`config.mk`:
```
export PLATFORM = sky130hd
export DESIGN_NAME = dbg_bus_master
export DESIGN_NICKNAME = d
export VERILOG_FILES = /design/src/rtl/dbg_bus_master.sv
export SDC_FILE = /design/constraint.sdc
export NUM_CORES = 1
export LEC_CHECK = 0
export CORE_UTILIZATION = 51
export CTS_CLUSTER_DIAMETER = 30
export DETAILED_ROUTE_END_ITERATION = 10
export PLACE_DENSITY_LB_ADDON = 0.2
export SLEW_MARGIN = 30
export SYNTH_ARGS = -nofsm -noshare
export SYNTH_HDL_FRONTEND = slang
export SYNTH_SLANG_ARGS = --single-unit
```
`constraint.sdc`:
```
create_clock -name clk -period 2.3 [get_ports clk]
set_input_delay 0.46 -clock clk [delete_from_list [all_inputs] [get_ports clk]]
set_output_delay 0.46 -clock clk [all_outputs]
set_load 0.005 [all_outputs]
```
`src/rtl/dbg_bus_master.sv`:
```
// Debug register bus initiator: parses 'W'/'R' byte commands and runs single bus transactions.
// Optional strobe timeout is enabled by defining DBG_BUS_TIMEOUT_EN.
module dbg_bus_master #(
  parameter int TIMEOUT_CYCLES = 1024
) (
  input  logic        clk,
  input  logic        rst_n,
  input  logic [7:0]  rx_data,
  input  logic        rx_valid,
  output logic        rx_ready,
  output logic [7:0]  tx_data,
  output logic        tx_valid,
  input  logic        tx_ready,
  output logic [7:0]  dbg_a,
  output logic [15:0] dbg_di,
  input  logic [15:0] dbg_do,
  output logic        dbg_we,
  output logic        dbg_rd,
  input  logic        dbg_ready,
  output logic        busy
);

  if (TIMEOUT_CYCLES < 2) begin : gParamCheck
    $error("TIMEOUT_CYCLES must be at least 2");
  end

  typedef enum logic [3:0] {
    IDLE, ADDR, DHI, DLO, XFER, TX_HI, TX_LO, TX_ACK, TX_NAK, TX_ERR
  } state_t;

  state_t      state_q;
  logic        isWrite_q;
  logic [7:0]  dbgA_q;
  logic [15:0] dbgDi_q;
  logic        we_q;
  logic        rd_q;
  logic [15:0] rdata_q;
  logic [7:0]  txData_q;
  logic        txValid_q;

`ifdef DBG_BUS_TIMEOUT_EN
  localparam int CW = $clog2(TIMEOUT_CYCLES);
  localparam logic [CW-1:0] LIMIT = CW'(TIMEOUT_CYCLES - 1);
  logic [CW-1:0] cnt_q;
`endif

  // The counter sits at zero outside XFER, so every strobe starts counting from 0.
  always_ff @(posedge clk) begin
    if (!rst_n) begin
      state_q   <= IDLE;
      isWrite_q <= 1'b0;
      dbgA_q    <= '0;
      dbgDi_q   <= '0;
      we_q      <= 1'b0;
      rd_q      <= 1'b0;
      rdata_q   <= '0;
      txData_q  <= '0;
      txValid_q <= 1'b0;
`ifdef DBG_BUS_TIMEOUT_EN
      cnt_q     <= '0;
`endif
    end else begin
`ifdef DBG_BUS_TIMEOUT_EN
      if (state_q != XFER) cnt_q <= '0;
`endif
      case (state_q)
        IDLE: begin
          if (rx_valid) begin
            if (rx_data == 8'h57 || rx_data == 8'h52) begin
              isWrite_q <= (rx_data == 8'h57);
              state_q   <= ADDR;
            end else begin
              txData_q  <= 8'h3F;
              txValid_q <= 1'b1;
              state_q   <= TX_NAK;
            end
          end
        end
        ADDR: begin
          if (rx_valid) begin
            dbgA_q <= rx_data;
            if (isWrite_q) begin
              state_q <= DHI;
            end else begin
              rd_q    <= 1'b1;
              state_q <= XFER;
            end
          end
        end
        DHI: begin
          if (rx_valid) begin
            dbgDi_q[15:8] <= rx_data;
            state_q       <= DLO;
          end
        end
        DLO: begin
          if (rx_valid) begin
            dbgDi_q[7:0] <= rx_data;
            we_q         <= 1'b1;
            state_q      <= XFER;
          end
        end
        // Leave on the first ready edge so exactly one ready cycle is consumed.
        XFER: begin
          if (dbg_ready) begin
            we_q      <= 1'b0;
            rd_q      <= 1'b0;
            txValid_q <= 1'b1;
            if (isWrite_q) begin
              txData_q <= 8'h2B;
              state_q  <= TX_ACK;
            end else begin
              rdata_q  <= dbg_do;
              txData_q <= dbg_do[15:8];
              state_q  <= TX_HI;
            end
          end
`ifdef DBG_BUS_TIMEOUT_EN
          else if (cnt_q == LIMIT) begin
            we_q      <= 1'b0;
            rd_q      <= 1'b0;
            txValid_q <= 1'b1;
            txData_q  <= 8'h21;
            state_q   <= TX_ERR;
          end else begin
            cnt_q <= cnt_q + 1'b1;
          end
`endif
        end
        TX_HI: begin
          if (tx_ready) begin
            txData_q <= rdata_q[7:0];
            state_q  <= TX_LO;
          end
        end
        TX_LO, TX_ACK, TX_NAK, TX_ERR: begin
          if (tx_ready) begin
            txValid_q <= 1'b0;
            state_q   <= IDLE;
          end
        end
        default: state_q <= IDLE;
      endcase
    end
  end

  assign rx_ready = (state_q == IDLE) || (state_q == ADDR) ||
                    (state_q == DHI)  || (state_q == DLO);
  assign busy     = (state_q != IDLE);
  assign tx_data  = txData_q;
  assign tx_valid = txValid_q;
  assign dbg_a    = dbgA_q;
  assign dbg_di   = dbgDi_q;
  assign dbg_we   = we_q;
  assign dbg_rd   = rd_q;

endmodule

```
== Word level (Yosys, flattened, before mapping) ==
Index checks and enable logic that the tools add are counted.
Cells by class
  divide/modulo/power cells: 0
  multiplexer cells: 28
  $mul: 0
  $add $sub $neg: 0
  equality and inequality tests: 20
  shift-type cells: 0
  reduce and logical (&&, ||, !) cells: 21
  bitwise operators: 1
  $lt $le $gt $ge: 0
Operators with widths (count)
  2-to-1 mux 8 bit: 5
  2-to-1 mux 4 bit: 8
  case mux 4 bit (7 select lines): 1
  case mux 8 bit (3 select lines): 1
  inequality test 2 bit, second input constant: 9
  == test 4 x 3 -> 1 bit, second input constant: 4
  == test 8 x 7 -> 1 bit, second input constant: 2
  AND reduction 5 bit: 2
  AND reduction 3 bit: 3
  == test 4 x 2 -> 1 bit, second input constant: 2
  == test 4 bit, second input constant: 2
  2-to-1 mux 1 bit: 8
  AND reduction 7 bit: 1
  AND reduction 2 bit: 3
  nonzero test 3 bit: 2
  == test 4 x 1 -> 1 bit, second input constant: 1
  zero test 4 bit: 1
  logical OR 1 bit: 4
  case mux 1 bit (2 select lines): 2
  AND reduction 4 bit: 1
  nonzero test 2 bit: 2
  nonzero test 4 bit: 1
  OR reduction 4 bit: 1
  2-to-1 mux 3 bit: 1
  3 further kinds: 3
Word-level totals
  latch bits: 0
  logic and storage cells: 80
  memory bits (read-only): 0
  bits in writable memories: 0
  output and inout bits: 37
  register bits: 48
  memories kept: 0

== Logic depth before layout (Yosys ltp) ==
  depth in word-level cells: 5
  gate-level depth with buffers: 7

== Worst setup path before layout ==
No wires, ideal clock.
  path kind: input port to flip-flop
  start point: in rx_data[5]
  end point: reg txData_q[6] (netlist: tx_data[6])
  stages on the path: 6
  data required time: 2.213 ns
  setup time: 0.087 ns
  arrival time: 1.480 ns
  slack: 0.733 ns
  path buffers: 1
  cell sequence: and4bb_2 nand4b_1 o21ai_2 buf_6 nand3_2 o31ai_1
Between the ends
  word-level cells in the longest chain between the ends: 4
  elaborated cells between the ends (all ways): 5
RTL lines
  start, declared: line 8  | input logic [7:0] rx_data,
  == test 8 x 7 -> 1 bit: line 69  | if (rx_data == 8'h57 || rx_data == 8'h52) begin
  logical OR 1 bit (*): line 69
  inequality test 2 bit (no line) (*)
  AND reduction 5 bit (no line) (*)
  end signal, assigned: line 114  | txData_q <= dbg_do[15:8];
  end signal, assigned: line 132  | txData_q <= rdata_q[7:0];
  end, declared: line 38  | logic [7:0] txData_q;
Every way passes the cells marked *; elsewhere a longest branch is shown, timed or not.
A chain may end at the register's enable or synchronous reset.

== Final worst setup path ==
  start point: reg state_q[3]
  end point: out busy
Between the ends
  word-level cells in the longest chain between the ends: 1
RTL lines
  start, declared: line 31  | state_t state_q;
  start signal, assigned: line 50  | state_q <= IDLE;
  start signal, assigned: line 71  | state_q <= ADDR;
  start signal, assigned: line 75  | state_q <= TX_NAK;
  nonzero test 4 bit: line 149  | assign busy = (state_q != IDLE);
  end, declared: line 20  | output logic busy
No other way between the ends.

==> impl_results.md <==
* Ys async rst share at 0%
* Nets@finish at 331
* Post-synth EDFFs at 0
* Final wirelength at 4990 um
* DRT Pass-1 Iters at 4
* Worst hold-check path type: register to register
* P per Cell Area at 511 nW/um2
* Syn Nets at 264
* Max Cap Violations at 0
* Origin of the worst setup path: state_q[3]$_SDFFE_PN0P_
* Clk Latency, worst-skew pair at 300 ps
* Vias/cell at 5.33
* Die height at 69.0 um
* Top-area cell type share of the netlist area at 41.9%
* Post-Synthesis Cells at 235
* Hold Fails Final Rpt at 0
* Max IR drop VDD at 266 uV
* Crit start category: register
* Core area at 4320 um2
* Area Growth Syn to Fin at 35.6%
* Inserted Clock Buffers at 5
* FF/Latch Area at 962 um2
* Worst r2r src: state_q[3]$_SDFFE_PN0P_
* Final setup violation count at 0
* Crit. End Element: primary output
* Max-slew violation count at 0
* Post-DRT Antenna Nets at 0
* Setup_tns at 0 ps
* P_leak at 1.19 nW
* Fin cells at 355
* Max Root-Sink Buffers at 2
* Gates resized, CTS repair at 0
* Most frequent cells in the layout: clkdlybuf4s50_1, dfxtp_1, nor2b_1
* GP Congestion at 0.770
* RSZ-0062 raised after global routing: no
* Starting Density at 53.0%
* Crit path kind: register to primary output
* Layout cells sized above 1 at 13.9%
* CTS clk-pin slew, worst paths at 80 ps
* Hold_buf cts at 0
* Most common cell after layout, fill and taps aside: clkdlybuf4s50_1
* Data required, critical path at 1840 ps
* Cell variety after synth at 48
* Pwr Total at 1.59 mW
* Number of global-route vias before repair at 1769
* Post-CTS setup buffer count at 0
* # IOs at 66
* F_max at 462 MHz
* Synth area leaders: dfxtp_1, mux2i_1, nor2b_1
* Initial antenna violation count at 0
* CTS tree: done
* Placed Instances at 347
* Iter 0 DRT Violations at 104
* Post-DP HPWL at 3630 um
* Full die area at 4760 um2
* Number of H-tree levels at 2
* Num rows at 24
* Global-route wire length before repair at 8450 um
* Post-synthesis sequential area ratio at 41.9%
* Slew @ Worst Pin at 522 ps
* Pin count of the biggest net entering global routing at 29
* Gr ovfl total at 0
* Total global routing track utilization at 22.1%
* IO Port Bufs at 65
* Critical path arrival at 1700 ps
* Multi-input combinational cell area at 1240 um2
* Yosys warning count at 0
* Outcome: complete, no violations
* Period utilization at 94.0%
* CTS Sinks at 48
* Die Wd at 69.0 um
* Drc violations at 0
* Via count at 1893
* Mean post-synth cell area at 9.75 um2
* Antenna cells at 0
* Max Fanout on Critical Path at 12
* WL per Instance at 14.1 um
* Max Clock Skew at 7.91 ps
* Slew headroom at 65.1%
* FILL cells at 339
* HP Start: tx_data[4]$_SDFFE_PN0P_
* Dominant cell type by area after synthesis: dfxtp_1
* Mapped cell area at 2290 um2
* CTS Root Buffer Type: clkbuf_8
* Register bit total from synthesis at 48
* Most used DFF post-synth: dfxtp_1
* Crit path time final at 2160 ps
per-stage QoR:
| step | instance area, um2 | setup WS, ps | hold slack (ps) | util, % |
|---|---|---|---|---|
| 2_1_floorplan | 2290 | 733 | 453 | - |
| 3_3_place_gp | 3020 | 202 | 447 | 69.8 |
| 3_5_place_dp | 3020 | 165 | 453 | 69.8 |
| 4_1_cts | 3100 | 33.4 | 465 | 71.8 |
| 5_1_grt | 3110 | 24.5 | 485 | 71.8 |
| 6_report | 3110 | 137 | 459 | 71.8 |
Yosys cell counts (2+ instances only):
master / count
and2_1: 2
buf_4: 4
o31ai_1: 2
dfxtp_1: 48
a21oi_1: 3
a21boi_0: 2
nor2b_1: 38
nor2_1: 7
nand3_2: 5
clkbuf_1: 6
o21ai_2: 7
a22oi_1: 6
o21ai_0: 6
mux2i_1: 33
buf_2: 5
o22ai_1: 5
nand2_1: 21
nand3_1: 5
layout make-up:
type,count,area share [%]
Clock buffer,7,2.46
Timing Repair Buffer,76,24.0
Tap cell,52,2.10
Clock inverter,1,0.282
Multi-Input combinational cell,169,39.9
Sequential cell,48,31.0
Inverter,2,0.242
flip-flops by register name (all words and copies together), names as in the netlist:
register	flops
isWrite_q	1
dbg_di	16
tx_valid	1
state_q	4
tx_data	8
dbg_a	8
dbg_rd	1
dbg_we	1
rdata_q	8
path summary, 6_finish.rpt:
path,to,cells after the start,slack [ps]
hold reg to reg,tx_data[4]$_SDFFE_PN0P_,2,460
setup reg to reg,state_q[1]$_SDFFE_PN0P_,5,570
hold / removal,tx_data[4]$_SDFFE_PN0P_,2,460
setup / recovery,busy,3,140
per-layer routing:
layer	wire length, um	global-route usage [%]	share of wire [%]	vias to the layer above
met2	2320	33.7	46	53
met3	203	4.82	4.1	7
met1	2380	30.3	48	877
li1	-	-	-	956
met5	0	0	0	-
met4	87	9.30	1.7	0
worst max-delay path, cell delays in order, from the launching register on:
cell and delay [ps]:
dfxtp_1 650, nor3_4 70, nand2b_2 160, clkdlybuf4s50_1 530
where the power goes:
group	internal, mW	total, mW	switching (mW)
sequential	0.849	0.868	0.0196
combinational	0.138	0.229	0.0913
clock	0.217	0.489	0.272
logic make-up (layout without fill, tap and decap cells):
logic type                Yosys count  count (layout)  synth area share [%]
xor gates and xnor gates            1               1                 0.382
DFF                                48              48                  41.9
AOI/OAI and AO/OA                  41              41                  13.8
buffers and inverters              18              86                  4.20
and+or+nand+nor                    93              93                  24.8
muxes                              34              34                  14.9
Note: power is estimated with default switching activity, not from simulation.
